## src/rtl/hazard_if.sv

```systemverilog
// Hazard controller interface: ID-stage register usage and pipeline events in,
// forwarding selects, stall/bubble/flush controls and performance counters out.
interface hazard_if #(
  parameter int unsigned REG_BITS  = 3,
  parameter int unsigned CNT_WIDTH = 16
);
  logic                 id_valid;
  logic [REG_BITS-1:0]  id_rs;
  logic [REG_BITS-1:0]  id_rt;
  logic                 id_useRs;
  logic                 id_useRt;
  logic                 id_regWrite;
  logic [REG_BITS-1:0]  id_writeReg;
  logic                 id_memRead;
  logic                 ex_branchTaken;
  logic                 mem_stall;
  logic [1:0]           forwardA;
  logic [1:0]           forwardB;
  logic                 pc_stall;
  logic                 ifid_stall;
  logic                 idex_bubble;
  logic                 ifid_flush;
  logic [CNT_WIDTH-1:0] stall_count;
  logic [CNT_WIDTH-1:0] flush_count;

  modport master (
    output id_valid, id_rs, id_rt, id_useRs, id_useRt, id_regWrite, id_writeReg,
           id_memRead, ex_branchTaken, mem_stall,
    input  forwardA, forwardB, pc_stall, ifid_stall, idex_bubble, ifid_flush,
           stall_count, flush_count
  );

  modport slave (
    input  id_valid, id_rs, id_rt, id_useRs, id_useRt, id_regWrite, id_writeReg,
           id_memRead, ex_branchTaken, mem_stall,
    output forwardA, forwardB, pc_stall, ifid_stall, idex_bubble, ifid_flush,
           stall_count, flush_count
  );
endinterface

```

## src/rtl/hazard_ctrl.sv

```systemverilog
// Pipeline hazard controller: shadows EX/MEM/WB register usage, drives EX forwarding
// selects, detects load-use hazards, sequences stall/bubble/flush, counts events.
module hazard_ctrl #(
  parameter int unsigned REG_BITS  = 3,
  parameter int unsigned CNT_WIDTH = 16
) (
  input  logic    clk,
  input  logic    rst,
  hazard_if.slave hz
);
  typedef struct packed {
    logic                valid;
    logic                we;
    logic [REG_BITS-1:0] dest;
  } stage_t;

  typedef struct packed {
    logic                valid;
    logic                we;
    logic                load;
    logic                use_rs;
    logic                use_rt;
    logic [REG_BITS-1:0] dest;
    logic [REG_BITS-1:0] rs;
    logic [REG_BITS-1:0] rt;
  } ex_t;

  ex_t                  ex_q, ex_d;
  stage_t               mem_q, mem_d, wb_q, wb_d;
  logic [CNT_WIDTH-1:0] stall_cnt_q, stall_cnt_d;
  logic [CNT_WIDTH-1:0] flush_cnt_q, flush_cnt_d;
  logic                 rs_hit_c, rt_hit_c, load_use_c;
  logic                 pc_stall_c, ifid_stall_c, idex_bubble_c, ifid_flush_c;

  // MEM result beats WB result; an empty or non-reading EX slot never forwards
  function automatic logic [1:0] fwd_sel(input logic en, input logic [REG_BITS-1:0] src,
                                         input stage_t mem, input stage_t wb);
    if (en && mem.valid && mem.we && (mem.dest == src)) return 2'b10;
    if (en && wb.valid && wb.we && (wb.dest == src))    return 2'b01;
    return 2'b00;
  endfunction

  assign rs_hit_c   = hz.id_useRs & (hz.id_rs == ex_q.dest);
  assign rt_hit_c   = hz.id_useRt & (hz.id_rt == ex_q.dest);
  assign load_use_c = hz.id_valid & ex_q.valid & ex_q.load & ex_q.we & (rs_hit_c | rt_hit_c);

  // Control priority: memory freeze, then branch flush, then load-use stall
  always_comb begin
    pc_stall_c    = 1'b0;
    ifid_stall_c  = 1'b0;
    idex_bubble_c = 1'b0;
    ifid_flush_c  = 1'b0;
    if (hz.mem_stall) begin
      pc_stall_c   = 1'b1;
      ifid_stall_c = 1'b1;
    end else if (hz.ex_branchTaken) begin
      ifid_flush_c  = 1'b1;
      idex_bubble_c = 1'b1;
    end else if (load_use_c) begin
      pc_stall_c    = 1'b1;
      ifid_stall_c  = 1'b1;
      idex_bubble_c = 1'b1;
    end
  end

  // Shadow advance and saturating counters; everything holds while frozen
  always_comb begin
    ex_d        = ex_q;
    mem_d       = mem_q;
    wb_d        = wb_q;
    stall_cnt_d = stall_cnt_q;
    flush_cnt_d = flush_cnt_q;
    if (!hz.mem_stall) begin
      wb_d  = mem_q;
      mem_d = '{valid: ex_q.valid, we: ex_q.we, dest: ex_q.dest};
      ex_d  = '{valid:  hz.id_valid & ~idex_bubble_c,
                we:     hz.id_regWrite,
                load:   hz.id_memRead,
                use_rs: hz.id_useRs,
                use_rt: hz.id_useRt,
                dest:   hz.id_writeReg,
                rs:     hz.id_rs,
                rt:     hz.id_rt};
      if (ifid_flush_c && (flush_cnt_q != '1)) flush_cnt_d = flush_cnt_q + CNT_WIDTH'(1);
      if (idex_bubble_c && !ifid_flush_c && (stall_cnt_q != '1))
        stall_cnt_d = stall_cnt_q + CNT_WIDTH'(1);
    end
  end

  always_ff @(posedge clk) begin
    if (rst) begin
      ex_q        <= '0;
      mem_q       <= '0;
      wb_q        <= '0;
      stall_cnt_q <= '0;
      flush_cnt_q <= '0;
    end else begin
      ex_q        <= ex_d;
      mem_q       <= mem_d;
      wb_q        <= wb_d;
      stall_cnt_q <= stall_cnt_d;
      flush_cnt_q <= flush_cnt_d;
    end
  end

  assign hz.forwardA    = fwd_sel(ex_q.valid & ex_q.use_rs, ex_q.rs, mem_q, wb_q);
  assign hz.forwardB    = fwd_sel(ex_q.valid & ex_q.use_rt, ex_q.rt, mem_q, wb_q);
  assign hz.pc_stall    = pc_stall_c;
  assign hz.ifid_stall  = ifid_stall_c;
  assign hz.idex_bubble = idex_bubble_c;
  assign hz.ifid_flush  = ifid_flush_c;
  assign hz.stall_count = stall_cnt_q;
  assign hz.flush_count = flush_cnt_q;
endmodule

```

## src/flat_wrapper.sv

```systemverilog
// flat-port wrapper written by rule: the top's interface ports become plain ports
module hazard_ctrl_flat 
#(
  parameter int unsigned REG_BITS  = 3,
  parameter int unsigned CNT_WIDTH = 16
)
  (clk, rst, hz_id_valid, hz_id_rs, hz_id_rt, hz_id_useRs, hz_id_useRt, hz_id_regWrite, hz_id_writeReg, hz_id_memRead, hz_ex_branchTaken, hz_mem_stall, hz_forwardA, hz_forwardB, hz_pc_stall, hz_ifid_stall, hz_idex_bubble, hz_ifid_flush, hz_stall_count, hz_flush_count);
  hazard_if #(.REG_BITS(REG_BITS), .CNT_WIDTH(CNT_WIDTH)) hz_i ();
  input  logic clk;
  input  logic rst;
  input wire logic [$bits(hz_i.id_valid)-1:0] hz_id_valid;
  input wire logic [$bits(hz_i.id_rs)-1:0] hz_id_rs;
  input wire logic [$bits(hz_i.id_rt)-1:0] hz_id_rt;
  input wire logic [$bits(hz_i.id_useRs)-1:0] hz_id_useRs;
  input wire logic [$bits(hz_i.id_useRt)-1:0] hz_id_useRt;
  input wire logic [$bits(hz_i.id_regWrite)-1:0] hz_id_regWrite;
  input wire logic [$bits(hz_i.id_writeReg)-1:0] hz_id_writeReg;
  input wire logic [$bits(hz_i.id_memRead)-1:0] hz_id_memRead;
  input wire logic [$bits(hz_i.ex_branchTaken)-1:0] hz_ex_branchTaken;
  input wire logic [$bits(hz_i.mem_stall)-1:0] hz_mem_stall;
  output wire logic [$bits(hz_i.forwardA)-1:0] hz_forwardA;
  output wire logic [$bits(hz_i.forwardB)-1:0] hz_forwardB;
  output wire logic [$bits(hz_i.pc_stall)-1:0] hz_pc_stall;
  output wire logic [$bits(hz_i.ifid_stall)-1:0] hz_ifid_stall;
  output wire logic [$bits(hz_i.idex_bubble)-1:0] hz_idex_bubble;
  output wire logic [$bits(hz_i.ifid_flush)-1:0] hz_ifid_flush;
  output wire logic [$bits(hz_i.stall_count)-1:0] hz_stall_count;
  output wire logic [$bits(hz_i.flush_count)-1:0] hz_flush_count;
  assign hz_i.id_valid = hz_id_valid;
  assign hz_i.id_rs = hz_id_rs;
  assign hz_i.id_rt = hz_id_rt;
  assign hz_i.id_useRs = hz_id_useRs;
  assign hz_i.id_useRt = hz_id_useRt;
  assign hz_i.id_regWrite = hz_id_regWrite;
  assign hz_i.id_writeReg = hz_id_writeReg;
  assign hz_i.id_memRead = hz_id_memRead;
  assign hz_i.ex_branchTaken = hz_ex_branchTaken;
  assign hz_i.mem_stall = hz_mem_stall;
  assign hz_forwardA = hz_i.forwardA;
  assign hz_forwardB = hz_i.forwardB;
  assign hz_pc_stall = hz_i.pc_stall;
  assign hz_ifid_stall = hz_i.ifid_stall;
  assign hz_idex_bubble = hz_i.idex_bubble;
  assign hz_ifid_flush = hz_i.ifid_flush;
  assign hz_stall_count = hz_i.stall_count;
  assign hz_flush_count = hz_i.flush_count;
  hazard_ctrl #(.REG_BITS(REG_BITS), .CNT_WIDTH(CNT_WIDTH)) u_core (.clk(clk), .rst(rst), .hz(hz_i));
endmodule
```

## config.mk

```make
export PLATFORM = sky130hd
export DESIGN_NAME = hazard_ctrl_flat
export DESIGN_NICKNAME = d
export VERILOG_FILES = /design/src/rtl/hazard_if.sv /design/src/rtl/hazard_ctrl.sv /design/src/flat_wrapper.sv
export SDC_FILE = /design/constraint.sdc
export NUM_CORES = 1
export LEC_CHECK = 0
export ABC_AREA = 0
export CAP_MARGIN = 20
export CORE_MARGIN = 2
export CORE_UTILIZATION = 25
export CTS_BUF_LIST = sky130_fd_sc_hd__clkbuf_4 sky130_fd_sc_hd__clkbuf_8
export CTS_CLUSTER_DIAMETER = 200
export CTS_CLUSTER_SIZE = 16
export DETAILED_ROUTE_END_ITERATION = 16
export SYNTH_ARGS = -nofsm -noshare
export SYNTH_HDL_FRONTEND = slang
export SYNTH_SLANG_ARGS = --single-unit
```

## constraint.sdc

```tcl
create_clock -name clk -period 3.1 [get_ports clk]
set_input_delay 0.31 -clock clk [delete_from_list [all_inputs] [get_ports clk]]
set_output_delay 0.31 -clock clk [all_outputs]
set_load 0.01 [all_outputs]
```

==> run metrics, run 1 <==
layout net count 378; clock tree buffer depth 2; die area 0.0118 mm²; Final Max Tran Viols 0; Die Y 109 µm; Die Wd 109 µm; CP most frequent cell clkdlybuf4s50_1; Clk pin slew, worst setup/hold paths 100 ps; Yosys reg bits 56; Via density 4.72; core area 0.0108 mm²; Layout area overhead 28.7%; WHS 506 ps; Synth area leaders dfxtp_1 41%, mux2i_1 8.7%, nor2_1 6.3%; CTS Buf Count 5; Worst VDD drop 192 µV; final hold violations 0; FF/Latch Area 0.00112 mm²; share of cells above drive strength 1 7.52%; cell area power density 364 mW/mm²; multi-input logic area 0.00152 mm²; Port-buffer cells 57; Hold Crit Class reg -> reg; Crit Path Category in -> out; CTS Hold Bufs 0; CP cell instances clkdlybuf4s50_1 -> xnor2_1 -> and4_2 -> o21ai_1 -> o21bai_1 -> clkdlybuf4s50_1; Slew Limit Headroom 30.7%; Rows 38; clk sinks 56; WP data arrival 2230 ps; worst slew pin tran 1040 ps; drt pass-1 iters 4; fin crit period 2540 ps; Routed Antenna Nets 0; Overall Power 1.29 mW; DRT iter0 DRCs 88; crit share post-route 81.9%; EDFF count, synth 0; global-route wire length before repair 10,500 µm; Max Clk Rate 394 MHz; Clock H-tree levels 2; area share of the largest cell type after synthesis 40.8%; vias in the first global route 2,240; setup TNS 0 ps; CP startpoint kind primary input; P_leak 1.21 nW; grt ovf 0; Avg Synthesized Cell Area 9.06 µm²; Fillers 1,134; Slowest-stage cell, CP clkdlybuf4s50_1; routed len/inst 13.1 µm; clk root buf clkbuf_8; largest stage delay on the critical path 560 ps; largest net degree at the start of global routing 57; setup bufs post-CTS 0; Synth Warn # 0; commonest non-fill, non-tap cells in the layout 56 x clkdlybuf4s50_1, 56 x dfxtp_1, 46 x nor2_1; post-synthesis sequential area ratio 40.8%; Main synth FF type dfxtp_1; DP Wirelength 4730 µm; Ports 58; Mapped Nets 323; Synth Cell Area 0.00275 mm²; number of remaining DRC errors 0; initial antenna violation count 0; Post-Route WL 6520 µm; crit path max fanout 3; async set-reset flop share out of synthesis 0%; All-Layer GR Usage 11.1%; RSZ-0062 raised after global routing false; CP Capture Type output pin; max-cap violations 0; via count 2,353; Post-Synthesis Cells 303; antenna cell count 0; library cells used by synthesis 45; CTS tree yes; cell taking the most area after synthesis dfxtp_1; GP Congestion 0.804; min setup slack post-route 562 ps; Clock Skew 13.0 ps; Initial Util 25.4%; Final setup viols 0; Placement Setup Slack 519 ps; post_cts resized 0; worst path required time 2790 ps; status complete, no violations; clock latency on the worst-skew pair 310 ps
## layer usage
layer | part of all wire [%] | global-route usage [%] | vias to the layer above
li1 | - | - | 1192
met1 | 48 | 13.9 | 1122
met2 | 48 | 19.2 | 35
met3 | 3.4 | 2.21 | 4
met4 | 0.75 | 3.48 | 0
met5 | 0 | 0 | -
## through the flow
| stage | area (µm²) | instances | util [%] |
|---|---|---|---|
| 2_1_floorplan | 2750 | 303 | - |
| 3_3_place_gp | 3440 | 491 | 31.9 |
| 3_5_place_dp | 3440 | 491 | 31.9 |
| 4_1_cts | 3530 | 499 | 32.7 |
| 5_1_grt | 3530 | 499 | 32.7 |
| 6_report | 3530 | 499 | 32.7 |
## critical path: cells and delay by family
family	cells	cell delay [ps]
buf+inv	2	1000
compound gates	2	350
simple gates	1	330
xor+xnor	1	240
## where the power goes
part / switching (mW) / internal [mW] / leakage, nW
clock network: 0.259 / 0.161 / 0.0445
registers: 0.0173 / 0.735 / 0.454
logic: 0.0556 / 0.0585 / 0.707
## sequential cells by signal, indices dropped and copies added (netlist names)
name and count:
u_core.ex_q 14, u_core.hz.flush_count 16, u_core.hz.stall_count 16, u_core.mem_q 5, u_core.wb_q 5
## Yosys cell counts (all sizes together) (9+ instances only)
library cell and number:
a21oi 17, dfxtp 56, inv 10, mux2i 24, nand2 11, nand3 13
nor2 46, o21ai 14, or3 9, xnor2 17, xor2 16
## kinds of logic after synthesis
group	after synthesis	synth area share, %
AND/OR/NAND/NOR	120	24.3
flip-flops	56	40.8
AO/OA/AOI/OAI	46	10.9
XOR/XNOR	33	10.5
multiplexers	24	8.75
buffers and inverters	22	3.74
adder cells (fa/ha/maj)	2	0.911
## cell type report
type,instances,area share (%)
multi-input combinational,225,43.1
sequential,56,31.7
timing repair buffer,60,16.6
tap,140,4.96
clock buffer,5,1.95
inverter,10,1.06
clock inverter,3,0.602
## path summary, 6_finish.rpt
check                                                             from                                     end  slack (ps)  cells after the start
worst max-delay path                                       hz_id_rs[2]                           hz_ifid_stall         560                      6
worst min-delay path            u_core.hz.flush_count[14]$_SDFFE_PP0P_  u_core.hz.flush_count[14]$_SDFFE_PP0P_         510                      2
worst max register to register             u_core.ex_q[8]$_SDFFE_PP0N_   u_core.hz.stall_count[5]$_SDFFE_PP0P_        1040                      6
worst min register to register  u_core.hz.flush_count[14]$_SDFFE_PP0P_  u_core.hz.flush_count[14]$_SDFFE_PP0P_         510                      2
No activity file was read; power rests on OpenSTA's default activity.
==> run 2, diff against run 1 <==
clock period = 2.05 ns   (was 3.1 ns; I/O delays follow)
==> run 2 against run 1 <==
Against the previous run:
- setup slack worse by 400 ps
- count of clock-buffer cells in the layout unchanged
- worst hold slack worse by 29 ps
- flip-flop and latch count unchanged
- via count up 2.7%
- first-iteration DRC count down 27%
- critical path depth down 1
- wire length up 2.4%
- largest cell class unchanged
==> run metrics, run 2 (synthesized netlist as in run 1, its figures left out) <==
clk sinks 56 (unchanged); worst path required time 1850 ps (-940 ps); Via density 4.72 (+0.11%); DRT iter0 DRCs 64 (-27%); Final setup viols 0 (unchanged); multi-input logic area 0.00157 mm² (+3.4%); Die Wd 109 µm (unchanged); CP endpoint hz_ifid_stall; max-cap violations 0 (unchanged); Worst VDD drop 259 µV (+35%); Top delay family on crit path flip-flops; CP startpoint kind flop; Routed Antenna Nets 0 (unchanged); FF-to-FF setup slack 180 ps (-860 ps); crit path launch u_core.ex_q[8]$_SDFFE_PP0N_; min setup slack post-route 167 ps (-395 ps); Layout area overhead 34.7%; Crit Path Category reg -> out; grt ovf 0 (unchanged); CP Buf/Inv Count 1 (-1); Fillers 1,128 (-0.53%); setup TNS 0 ps (unchanged); Hold Crit Class in -> reg; cell area power density 532 mW/mm² (+46%); Slew Limit Headroom 59.9% (+29 points); CTS Buf Count 5 (unchanged); crit share post-route 91.9%; layout net count 391 (+3.4%); CP Capture Type output pin; vias in the first global route 2,302 (+2.8%); antenna cell count 0 (unchanged); global-route wire length before repair 11,100 µm (+5.6%); Max Clk Rate 531 MHz; P_leak 1.35 nW (+12%); worst slew pin tran 601 ps (-437 ps); largest stage delay on the critical path 370 ps (-190 ps); M1 wire length 3070 µm (-1.0%); final hold violations 0 (unchanged); GP Congestion 0.826 (+2.8%); clk root buf clkbuf_8; clock latency on the worst-skew pair 310 ps (about the same); Port-buffer cells 57 (unchanged); All-Layer GR Usage 11.7% (+0.63 points); number of remaining DRC errors 0 (unchanged); DP Wirelength 4870 µm (+2.9%); r2r endpoint u_core.hz.stall_count[15]$_SDFFE_PP0P_; via count 2,417 (+2.7%); critical path depth 5 (-1); crit path max fanout 4 (+1); Post-DP Area 0.00354 mm² (+2.8%); commonest non-fill, non-tap cells in the layout 49 x clkdlybuf4s50_1, 49 x dfxtp_1, 46 x nor2_1; core area 0.0108 mm² (unchanged); final core utilization 34.3% (+1.5 points); Die Y 109 µm (unchanged); routed length on met2 3350 µm (+6.4%); Clk pin slew, worst setup/hold paths 110 ps (about the same); Rows 38 (unchanged); Post-Route WL 6680 µm (+2.4%); die area 0.0118 mm² (unchanged); initial antenna violation count 0 (unchanged); Placement Setup Slack -202 ps (-721 ps); Final Max Tran Viols 0 (unchanged); routed len/inst 13.1 µm (-0.16%); Critical R2R Launch u_core.hz.stall_count[2]$_SDFFE_PP0P_; CTS tree yes; Initial Util 25.4% (unchanged); fin area 0.00370 mm² (+4.6%); setup bufs post-CTS 0 (unchanged); largest net degree at the start of global routing 57 (unchanged); drt pass-1 iters 4 (unchanged); Ports 58 (unchanged); Inst Count DP 504 (+2.6%); clock tree buffer depth 2 (unchanged); Slowest-stage cell, CP dfxtp_2; fin crit period 1880 ps; share of cells above drive strength 1 14.2% (+6.7 points); r2r worst-path depth 5 (-1); status complete, no violations; Clock H-tree levels 2 (unchanged); WP data arrival 1680 ps (-550 ps); Overall Power 1.97 mW (+53%); Clock Skew 9.20 ps (-3.83 ps); FF/Latch Area 0.00113 mm² (+1.0%); WHS 477 ps (-29.3 ps); Layout Cells excl Fill 512 (+2.6%); RSZ-0062 raised after global routing false; DR top layer met4; CP cell instances xnor2_1 -> and4_2 -> o21ai_2 -> o21bai_1 -> dlygate4sd2_1; met3 WL post-DR 201 µm (-8.6%)
==> run 2: report_power, final <==
group          internal (mW)  switching [mW]  total, mW
clock                  0.246           0.395      0.641
combinational         0.0954          0.0904      0.186
sequential              1.11          0.0279       1.14
total                   1.45           0.513       1.97
==> run 2: worst min-delay path: stages <==
cell	delay, ps
clkdlybuf4s50_1	390
mux2i_1	120
nor2_1	50
==> run 2: area by class of cell <==
type | instances | share of cell area [%]
Multi-Input combinational cell | 225 | 42.6
Tap cell | 140 | 4.74
Clock buffer | 5 | 1.86
Sequential cell | 56 | 30.6
Timing Repair Buffer | 73 | 18.6
Clock inverter | 3 | 0.609
Inverter | 10 | 1.01
==> run 2: repair_timing <==
item                                    4_1_cts  5_1_grt
pin swaps                                     1        0
endpoints found under the setup margin        7        3
hold buffers                                  0        0
gates resized for setup                      14        9
==> run 2: per-layer routing <==
layer | GRT usage (%) | vias up
li1 | - | 1218
met1 | 15.0 | 1164
met2 | 20.0 | 31
met3 | 2.15 | 4
met4 | 3.66 | 0
met5 | 0 | -
==> run 2: worst min path at each step <==
| stage | endpoint | startpoint | cells past startpoint |
|---|---|---|---|
| 2_1_floorplan | u_core.ex_q[0]$_SDFFE_PP0N_ | hz_id_rt[0] | 2 |
| 3_3_place_gp | u_core.hz.flush_count[14]$_SDFFE_PP0P_ | u_core.hz.flush_count[14]$_SDFFE_PP0P_ | 2 |
| 3_5_place_dp | u_core.hz.flush_count[14]$_SDFFE_PP0P_ | u_core.hz.flush_count[14]$_SDFFE_PP0P_ | 2 |
| 4_1_cts | u_core.ex_q[8]$_SDFFE_PP0N_ | hz_id_writeReg[2] | 3 |
| 5_1_grt | u_core.ex_q[11]$_SDFFE_PP0N_ | hz_id_memRead | 3 |
| 6_report | u_core.ex_q[8]$_SDFFE_PP0N_ | hz_id_writeReg[2] | 3 |
==> run 3, diff against run 2 <==
CELL_PAD_IN_SITES_DETAIL_PLACEMENT = 1   (was unset)
CELL_PAD_IN_SITES_GLOBAL_PLACEMENT = 1   (was unset)
GPL_TIMING_DRIVEN = 0   (was unset)
PLACE_DENSITY_LB_ADDON = 0.1   (was unset)
SETUP_SLACK_MARGIN = 0.5   (was unset)
==> run 3 against run 2 <==
Against the previous run:
- fmax is 1.9% higher
- die area unchanged
- clock power rose by 17%
- power up 6.9%
- final cell count grew 6.3%
- non-clock buffer count rose by 30
- largest cell class unchanged
==> run metrics, run 3 (synthesized netlist as in run 1, its figures left out) <==
status complete, no violations; layout net count 423 (+8.2%); DP Wirelength 5500 µm (+13%); Ports 58 (unchanged); CP startpoint kind primary input; Via density 4.76 (+0.78%); CP cell instances clkdlybuf4s50_1 -> xnor2_2 -> and4_4 -> o21ai_4 -> buf_6 -> o21bai_4 -> buf_6 -> buf_6; grt ovf 0 (unchanged); setup TNS 0 ps (unchanged); WP data arrival 1640 ps (-40 ps); initial antenna violation count 0 (unchanged); r2r worst-path depth 7 (+2); crit share post-route 90.2% (-1.7 points); Port-buffer cells 56 (-1.8%); Critical R2R Launch u_core.ex_q[8]$_SDFFE_PP0N_; Max Clk Rate 541 MHz (+1.9%); All-Layer GR Usage 14.4% (+2.7 points); global-route wire length before repair 13,400 µm (+20%); clock tree buffer depth 2 (unchanged); RSZ-0062 raised after global routing true; Slowest-stage cell, CP clkdlybuf4s50_1; hold wc startpoint hz_id_valid; worst path required time 1850 ps (about the same); CTS Buf Count 5 (unchanged); drt pass-1 iters 4 (unchanged); clock latency on the worst-skew pair 320 ps (about the same); WHS 223 ps (-254 ps); CTS tree yes; WHS Path Cells 3 (unchanged); clk root buf clkbuf_8; die area 0.0118 mm² (unchanged); Hold Path Sink u_core.ex_q[13]$_SDFFE_PP0N_; clk sinks 56 (unchanged); antenna cell count 0 (unchanged); multi-input logic area 0.00188 mm² (+19%); Worst VDD drop 291 µV (+12%); crit path max fanout 3 (-1); Slew Limit Headroom 45.1% (-15 points); largest stage delay on the critical path 530 ps (+160 ps); Initial Util 25.4% (unchanged); CP most frequent cell buf_6; routed len/inst 15.4 µm (+18%); Fillers 1,217 (+7.9%); max-cap violations 0 (unchanged); Die Wd 109 µm (unchanged); GP Congestion 0.711 (-14%); number of remaining DRC errors 0 (unchanged); min setup slack post-route 201 ps (+34.2 ps); Placement Setup Slack -530 ps (-328 ps); via count 2,588 (+7.1%); Clock Skew 12.2 ps (+2.97 ps); commonest non-fill, non-tap cell in the layout nor2_1; commonest non-fill, non-tap cells in the layout 46 x nor2_1, 33 x clkdlybuf4s50_1, 32 x buf_4; Clock H-tree levels 2 (unchanged); Rows 38 (unchanged); CTS Hold Bufs 0 (unchanged); Final Max Tran Viols 0 (unchanged); Post-Route WL 8360 µm (+25%); Crit Path Category in -> out; Layout area overhead 58.6%; worst slew pin tran 823 ps (+222 ps); cell area power density 483 mW/mm² (-9.2%); Final setup viols 0 (unchanged); Die Y 109 µm (unchanged); CP Capture Type output pin; vias in the first global route 2,695 (+17%); Clk pin slew, worst setup/hold paths 110 ps (about the same); final hold violations 0 (unchanged); largest net degree at the start of global routing 18 (-68%); P_leak 1.75 nW (+29%); core area 0.0108 mm² (unchanged); FF/Latch Area 0.00124 mm² (+9.5%); Routed Antenna Nets 0 (unchanged); r2r endpoint u_core.hz.stall_count[3]$_SDFFE_PP0P_; FF-to-FF setup slack 240 ps (+60 ps); Hold Crit Class in -> reg; fin crit period 1850 ps (-34.2 ps); DRT iter0 DRCs 53 (-17%); share of cells above drive strength 1 37.9% (+24 points)
## run 3: cell count changes in the layout (fill, tap and decap cells not counted), moves of 5 or more
cell / previous run / this run
clkbuf_1: 0 / 6
buf_6: 0 / 8
buf_4: 16 / 32
dfxtp_1: 49 / 11
dfxtp_2: 6 / 20
dlymetal6s2s_1: 3 / 12
clkdlybuf4s50_1: 49 / 33
xnor2_1: 16 / 10
buf_2: 1 / 6
dfxtp_4: 1 / 25
xnor2_2: 1 / 7
o21ai_0: 6 / 1
## run 3: what timing repair did
item,in CTS,in global routing
setup buffers,25,9
endpoints found under the setup margin,60,56
pin swaps,29,20
resized for setup,93,55
gates cloned,2,1
## run 3: power by group
part / switching [mW] / internal, mW / leakage, nW
clock network: 0.390 / 0.363 / 0.0541
logic: 0.115 / 0.121 / 1.21
registers: 0.0292 / 1.08 / 0.483
## run 3: layout make-up
type	count	share of cell area, %
inverters	10	0.977
plain buffers	12	1.75
well taps	140	4.02
clock buffers	5	1.58
repair buffers	91	19.1
flip-flops and latches	56	28.5
multi-input cells	227	43.1
clock inverters	3	0.977
## run 3: how the worst max path moves through the flow
| stage | to | start |
|---|---|---|
| 3_3_place_gp | hz_pc_stall | hz_mem_stall |
| 3_5_place_dp | hz_pc_stall | hz_mem_stall |
| 5_1_grt | hz_pc_stall | u_core.ex_q[8]$_SDFFE_PP0N_ |
| 6_report | hz_pc_stall | hz_id_rt[1] |
| 2_1_floorplan | u_core.hz.stall_count[1]$_SDFFE_PP0P_ | u_core.hz.stall_count[8]$_SDFFE_PP0P_ |
| 4_1_cts | hz_pc_stall | u_core.ex_q[8]$_SDFFE_PP0N_ |
## run 3: per-stage QoR
stage / total power [mW] / std cells / utilization, % / instance area, µm²
floorplan: 1.26 / 303 / - / 2850
global placement: 1.35 / 499 / 33.2 / 3590
detailed placement: 1.35 / 499 / 33.2 / 3590
CTS: 2.14 / 534 / 38.0 / 4110
global route: 2.22 / 544 / 40.4 / 4360
finish: 2.10 / 544 / 40.4 / 4360
## run 3: critical path, delay by kind of cell
family          cells  cell delay, ps
simple gates        1             270
xor+xnor            1             130
compound gates      2             180
buf+inv             4             860
## run 3: metal layers
metal	vias up	wire length (µm)	global-route usage, %
met2	33	4350	25.5
met5	-	0	0
li1	1289	-	-
met3	7	230	2.51
met1	1259	3710	18.1
met4	0	74	3.75
